**src/rtl/ps2_pkg.sv**
```systemverilog
// Shared types and constants for the PS/2 packet framer.
package ps2_pkg;

    typedef enum logic {
        SEEK    = 1'b0,
        COLLECT = 1'b1
    } state_e;

    localparam int unsigned SYNC_BIT_DEFAULT = 3;
    localparam int unsigned LEN_W            = 4;

endpackage

```
**src/rtl/ps2_idle_timer.sv**
```systemverilog
// Counts consecutive idle cycles and flags expiry after LIMIT of them.
module ps2_idle_timer #(
    parameter int unsigned LIMIT = 16
) (
    input  logic clk,
    input  logic reset,
    input  logic clear,
    input  logic run,
    output logic expire
);

    localparam int unsigned CW = $clog2(LIMIT + 1);

    logic [CW-1:0] cnt_q, cnt_d;

    // Expiry fires on the LIMIT-th idle edge itself, so the abort lands on that edge.
    assign expire = run && (cnt_q == CW'(LIMIT - 1));

    always_comb begin
        cnt_d = cnt_q;
        if (clear || expire) begin
            cnt_d = '0;
        end else if (run) begin
            cnt_d = cnt_q + CW'(1);
        end
    end

    always_ff @(posedge clk or posedge reset) begin
        if (reset) begin
            cnt_q <= '0;
        end else begin
            cnt_q <= cnt_d;
        end
    end

endmodule

```
**src/rtl/ps2_packet_framer.sv**
```systemverilog
// Frames a PS/2 byte stream into 3- or MAX_BYTES-byte packets, seeking on a sync bit.
module ps2_packet_framer
    import ps2_pkg::*;
#(
    parameter int unsigned MAX_BYTES   = 4,
    parameter int unsigned SYNC_BIT    = SYNC_BIT_DEFAULT,
    parameter int unsigned TIMEOUT_CYC = 0
) (
    input  logic                   clk,
    input  logic                   reset,
    input  logic [7:0]             in,
    input  logic                   in_valid,
    input  logic                   ext_mode,
    output logic                   done,
    output logic [8*MAX_BYTES-1:0] out_bytes,
    output logic [LEN_W-1:0]       out_len,
    output logic                   timeout_err,
    output logic [7:0]             discard_cnt
);

    state_e                 state_q, state_d;
    logic [LEN_W-1:0]       idx_q, idx_d;
    logic [LEN_W-1:0]       pkt_len_q, pkt_len_d;
    logic [8*MAX_BYTES-1:0] pkt_q, pkt_d;
    logic [8*MAX_BYTES-1:0] out_bytes_q, out_bytes_d;
    logic [LEN_W-1:0]       out_len_q, out_len_d;
    logic                   done_q, done_d;
    logic                   timeout_q, timeout_d;
    logic [7:0]             discard_q, discard_d;
    logic                   expire;

    generate
        if (TIMEOUT_CYC > 0) begin : g_timer
            logic idle_run, idle_clear;
            assign idle_run   = (state_q == COLLECT) && !in_valid;
            assign idle_clear = (state_q != COLLECT) || in_valid;

            ps2_idle_timer #(
                .LIMIT(TIMEOUT_CYC)
            ) u_idle_timer (
                .clk   (clk),
                .reset (reset),
                .clear (idle_clear),
                .run   (idle_run),
                .expire(expire)
            );
        end else begin : g_no_timer
            assign expire = 1'b0;
        end
    endgenerate

    always_comb begin
        state_d     = state_q;
        idx_d       = idx_q;
        pkt_len_d   = pkt_len_q;
        pkt_d       = pkt_q;
        out_bytes_d = out_bytes_q;
        out_len_d   = out_len_q;
        done_d      = 1'b0;
        timeout_d   = 1'b0;
        discard_d   = discard_q;

        case (state_q)
            SEEK: begin
                if (in_valid) begin
                    if (in[SYNC_BIT]) begin
                        // Clearing first keeps unused lanes of a short packet at zero.
                        pkt_d                        = '0;
                        pkt_d[8*MAX_BYTES-1 -: 8]    = in;
                        pkt_len_d = ext_mode ? LEN_W'(MAX_BYTES) : LEN_W'(3);
                        idx_d     = LEN_W'(1);
                        state_d   = COLLECT;
                    end else if (discard_q != 8'hFF) begin
                        discard_d = discard_q + 8'd1;
                    end
                end
            end
            COLLECT: begin
                if (in_valid) begin
                    for (int i = 1; i < MAX_BYTES; i++) begin
                        if (idx_q == LEN_W'(i)) begin
                            pkt_d[8*(MAX_BYTES-1-i) +: 8] = in;
                        end
                    end
                    idx_d = idx_q + LEN_W'(1);
                    if (idx_q == pkt_len_q - LEN_W'(1)) begin
                        out_bytes_d = pkt_d;
                        out_len_d   = pkt_len_q;
                        done_d      = 1'b1;
                        idx_d       = '0;
                        state_d     = SEEK;
                    end
                end else if (expire) begin
                    timeout_d = 1'b1;
                    idx_d     = '0;
                    state_d   = SEEK;
                end
            end
            default: begin
                state_d = SEEK;
                idx_d   = '0;
            end
        endcase
    end

    always_ff @(posedge clk or posedge reset) begin
        if (reset) begin
            state_q     <= SEEK;
            idx_q       <= '0;
            pkt_len_q   <= LEN_W'(3);
            pkt_q       <= '0;
            out_bytes_q <= '0;
            out_len_q   <= '0;
            done_q      <= 1'b0;
            timeout_q   <= 1'b0;
            discard_q   <= '0;
        end else begin
            state_q     <= state_d;
            idx_q       <= idx_d;
            pkt_len_q   <= pkt_len_d;
            pkt_q       <= pkt_d;
            out_bytes_q <= out_bytes_d;
            out_len_q   <= out_len_d;
            done_q      <= done_d;
            timeout_q   <= timeout_d;
            discard_q   <= discard_d;
        end
    end

    assign done        = done_q;
    assign out_bytes   = out_bytes_q;
    assign out_len     = out_len_q;
    assign timeout_err = timeout_q;
    assign discard_cnt = discard_q;

endmodule
```
**config.mk**
```make
export PLATFORM = sky130hd
export DESIGN_NAME = ps2_packet_framer
export DESIGN_NICKNAME = d
export VERILOG_FILES = /design/src/rtl/ps2_pkg.sv /design/src/rtl/ps2_idle_timer.sv /design/src/rtl/ps2_packet_framer.sv
export SDC_FILE = /design/constraint.sdc
export NUM_CORES = 1
export LEC_CHECK = 0
export CAP_MARGIN = 5
export CORE_MARGIN = 2
export CORE_UTILIZATION = 25
export DETAILED_ROUTE_END_ITERATION = 7
export GPL_TIMING_DRIVEN = 1
export PLACE_DENSITY = 0.49
export REMOVE_ABC_BUFFERS = 1
export SYNTH_ARGS = -nofsm -noshare
export SYNTH_HDL_FRONTEND = slang
export SYNTH_SLANG_ARGS = --single-unit
export TNS_END_PERCENT = 1
```
**constraint.sdc**
```tcl
create_clock -name clk -period 9 [get_ports clk]
set_clock_uncertainty 0.2 [all_clocks]
set_input_delay 1.8 -clock clk [delete_from_list [all_inputs] [get_ports clk]]
set_output_delay 1.8 -clock clk [all_outputs]
set_load 0.05 [all_outputs]
```
Word-level counts from Yosys, hierarchy flattened
Cells that the tools add are included.
Widths: inputs -> output; s select.
{"block": "word_totals", "inputBits": 12, "ff_bits": 86, "mem_bits_rw": 0, "wordCells": 47, "memories": 0, "latch_bits": 0, "rom_bits": 0}
{"block": "op_classes", "order_cmp": 0, "div": 0, "n_shift": 0, "reduce_logical": 4, "n_eq_ne": 8, "mul": 0, "muxes": 21, "addsub": 3, "n_bitwise": 2}
{"cell": "$mux 24", "count": 3}
{"cell": "$pmux 24 s2", "count": 1}
{"cell": "$mux 8", "count": 3}
{"cell": "$mux 4", "count": 4}
{"cell": "$reduce_and 3->1", "count": 3}
{"cell": "$add 8x1->8 const B", "count": 1}
{"cell": "$eq 4x2->1 const B", "count": 2}
{"cell": "$ne 8x8->1 const B", "count": 1}
{"cell": "$pmux 4 s2", "count": 1}
{"cell": "$mux 1", "count": 7}
{"cell": "$ne 2x2->1 const B", "count": 3}
{"cell": "$add 4x1->4 const B", "count": 1}
{"cell": "$eq 4x1->1 const B", "count": 1}
{"cell": "$eq 4x4->1", "count": 1}
{"cell": "$reduce_and 4->1", "count": 1}
{"cell": "$sub 4x1->4 const B", "count": 1}
{"cell": "$mux 3", "count": 1}
{"cell": "$not 1->1", "count": 2}
{"cell": "$pmux 1 s2", "count": 1}

Depth between registers and ports, before layout
{"block": "depth", "depth_word": 5, "ltp_mapped": 8, "mapped_depth_nobuf": 7}

Worst setup path before layout
No wires, ideal clock.
{"block": "synth_timing", "kind": "input to register", "startpoint": "in in_valid", "endpoint": "reg out_bytes_q[24] (netlist: out_bytes[24])", "t_required_ns": 8.675, "setup_ns": 0.125, "n_path_buf": 2, "path_stages": 5, "t_arrival_ns": 2.698, "setup_slack_ns": 5.977, "path_cell_list": "nand2_1 -> or2_1 -> buf_6 -> buf_8 -> mux2_4"}
{"block": "synth_between", "elab_chain_len": 1}
{"item": "from (decl)", "line_no": "ps2_packet_framer.sv:12", "source": "input logic in_valid,"}
{"item": "$reduce_and 3->1 (no source line)"}
{"item": "to (signal assigned)", "line_no": "ps2_packet_framer.sv:122", "source": "out_bytes_q <= out_bytes_d;"}
{"item": "to (decl)", "line_no": "ps2_packet_framer.sv:25", "source": "logic [8*MAX_BYTES-1:0] out_bytes_q, out_bytes_d;"}
No other way between the ends.
A chain may end at the register's enable or synchronous reset.

Final worst setup path
{"block": "layout_timing", "startpoint": "in in_valid", "endpoint": "reg out_bytes_q[31] (netlist: out_bytes[31])"}
Same word-level chain as after synthesis.

==> impl_metrics.csv <==
group,metric,value,unit
status,status,"completed",
routing,wire_per_inst,14.36,µm
synthesis,ys_warn_count,0,
synthesis,synth.distinct_cells,33,
floorplan,core-area,0.01383,mm²
worst_setup_path,worstPathRequired,9020,ps
global_route,grt_first_pass_wirelength,12.92,mm
global_route,grt_pass1_vias,2386,
synthesis,synthFlopType,"dfrtp_1",
timing,setup_ws,5274,ps
place,place_congestion,0.7447,
power_and_ir_drop,p_leak,0.001926,µW
global_route,grt_max_degree,83,
clock_tree,hold_buffers,0,
clock_tree,ctsHtreeMaxLevel,3,
synthesis,yosysTopAreaCell,"dfrtp_1",
synthesis,synthTopCellsByArea,"dfrtp_1, o21ai_0, mux2i_1",
clock_tree,cts_resized,0,
cells_and_area,n_antenna_cell,0,
cells_and_area,area_growth,28.84,%
global_route,grt_most_used_layer,"met1",
timing,finalSetupViolCount,0,
power_and_ir_drop,pwr-share-seq,0.349,
global_route,grt_overflow,0,
worst_setup_path,crit_path_end_kind,"flop",
timing,tightest_slew,1192,ps
cells_and_area,finalInstanceArea,0.004528,mm²
routing,detail-route-antenna-nets,0,
cells_and_area,drive_above_1_share,0.1071,
synthesis,netlist.area_leader.share,0.5767,
global_route,use_met1,0.1620,
routing,drt-pass1-iter-count,4,
timing,slew_violations,0,
power_and_ir_drop,combPwrFrac,0.415,
min_path,hold_path_class,"reg -> reg",
clock_tree,cts_max_path_buffers,2,
routing,vias,2444,
global_route,grt_use_met3,0.03113,
clock_tree,clock_sinks,82,
clock_tree,clockRootBuffer,"clkbuf_16",
clock_tree,clk_latency,330,ps
synthesis,synthTopCellsByCount,"dfrtp_1, o21ai_0, nand2_1",
worst_setup_path,start_kind,"primary input",
synthesis,synthArstFlopShare,1.000,
place,port_buffers,55,
timing,rsz0062_at_grt,"false",
routing,drt_iter0_markers,145,
place,place_worst_setup_slack,4930,ps
power_and_ir_drop,ir_worst_vdd,0.0001221,V
synthesis,ys_seq_elements,82,
power_and_ir_drop,power_frac_clock,0.235,
floorplan,die_w,122.6,µm
power_and_ir_drop,switching_share,0.4032,
clock_tree,clk_pin_slew,60,ps
worst_setup_path,worst-setup-path-type,"in -> reg",
synthesis,synth_edf_count,0,
global_route,grtUsageMet2,0.1580,
timing,finalSetupTns,0,ps
synthesis,synth_area,0.003515,mm²
global_route,antenna_found_initial,0,
floorplan,fp-row-count,43,
timing,hold_violations,0,
floorplan,initial_core_util,0.2542,
place,hpwl,4.747,mm
place,dpl_cell_area,0.004209,mm²
worst_setup_path,cp_max_fo,53,
timing,period_share,0.4140,
clock_tree,cts_setup_buffers,0,
power_and_ir_drop,power.switching,675.2,µW
floorplan,dieArea,0.01502,mm²
timing,period_needed,3726,ps
synthesis,yosysMostFrequentCell,"dfrtp_1",
global_route,grt_use_total,0.1130,
power_and_ir_drop,p_int,999.2,µW
synthesis,ys_seq_area_frac,0.5842,
routing,drc,0,
job,maxCapViolCount,0,
cells_and_area,postLayoutCoreUtil,0.3275,
cells_and_area,layout.nets,377,
routing,viasPerCell,4.493,
timing,fmax,268.4,MHz
floorplan,pin_count,58,
synthesis,synth_cells,311,
timing,fin_hold_ws,266.6,ps
clock_tree,cts_tree,"yes",
power_and_ir_drop,p_per_area,369.8,mW/mm²
clock_tree,cts_inserted_buffers,9,
worst_setup_path,cp.arrival,3740,ps
routing,wirelength,7.814,mm
floorplan,fp.dieH,122.6,µm
timing,relSlewSlack,0.2050,
synthesis,postSynthAreaPerCell,11.30,µm²
critical path, stage by stage:
cell	delay, ps
clkdlybuf4s50_1	490
nand2_1	100
buf_4	410
or2_1	170
buf_4	350
inv_1	110
mux2_2	280
layout make-up:
cell class | instances | area (µm²)
multi-input cells | 201 | 1326
repair buffers | 58 | 573.1
well taps | 180 | 225.2
fillers | 1407 | 9299
clock inverters | 4 | 76.32
flip-flops and latches | 82 | 2053
clock buffers | 11 | 242.7
inverters | 8 | 31.28
power groups by stage:
stage                     logic [µW]  clock network, µW  registers [µW]
after CTS                        706                405             586
after detailed placement         703                  0             592
final                            695                394             585
after floorplan                  270                  0             791
after global routing             759                421             604
after global placement           697                  0             589
worst paths after layout:
| check | from | endpoint | slack (ps) | cells after the start |
|---|---|---|---|---|
| worst min-delay path | pkt_q[27] | pkt_q[27] | 270 | 1 |
| worst min register to register | pkt_q[27] | pkt_q[27] | 270 | 1 |
| min in group asynchronous | reset | out_bytes[15] | 1910 | 3 |
| worst max-delay path | in_valid | out_bytes[31] | 5270 | 7 |
| worst max register to register | pkt_len_q[1] | out_bytes[31] | 5810 | 8 |
| max in group asynchronous | reset | discard_cnt[6] | 6020 | 3 |
flip-flops by register name, summed over array words and instances, names as in the netlist:
signal,count
discard_cnt,8
done,1
idx_q,4
out_bytes,32
out_len,2
pkt_len_q,2
pkt_q,32
state_q,1
placed cells by master (no fill, tap or decap), types with 2 or more instances in the layout:
cell type | synthesis | layout
mux2i_1 | 26 | 26
xnor2_1 | 5 | 5
mux2_2 | 14 | 14
a21oi_1 | 6 | 6
nand2_1 | 32 | 32
nand3_1 | 3 | 3
mux2_4 | 4 | 4
o21ai_1 | 3 | 2
clkdlybuf4s50_1 | 0 | 55
clkbuf_16 | 0 | 9
and4_1 | 2 | 2
bufinv_16 | 0 | 2
o21ai_0 | 79 | 79
and3_1 | 3 | 3
dfrtp_1 | 81 | 81
nand2b_1 | 2 | 2
inv_1 | 8 | 7
xor2_1 | 2 | 2
buf_4 | 3 | 3
ha_1 | 5 | 5
conb_1 | 1 | 2
and2_1 | 4 | 4
logic make-up (layout without fill, tap and decap cells):
kind of cell | after synthesis | after routing | share of synthesized area
other | 1 | 2 | 0.001067
AOI/OAI and AO/OA | 90 | 90 | 0.1296
DFF | 82 | 82 | 0.5842
adders and majority gates | 5 | 5 | 0.01780
xor gates and xnor gates | 7 | 7 | 0.01744
muxes | 44 | 44 | 0.1360
buffers and inverters | 29 | 81 | 0.04058
and+or+nand+nor | 53 | 53 | 0.07334
metal layers:
layer	up-vias	part of all wire
met1	1188	0.50
met4	0	0.017
met5	-	0
met3	8	0.054
met2	58	0.43
li1	1190	-
per-stage QoR:
step	cells	total power (µW)
after floorplan	291	1060
after global placement	529	1286
after detailed placement	529	1295
after CTS	544	1697
after global routing	544	1784
final	544	1674
(Power assumes the default switching activity.)
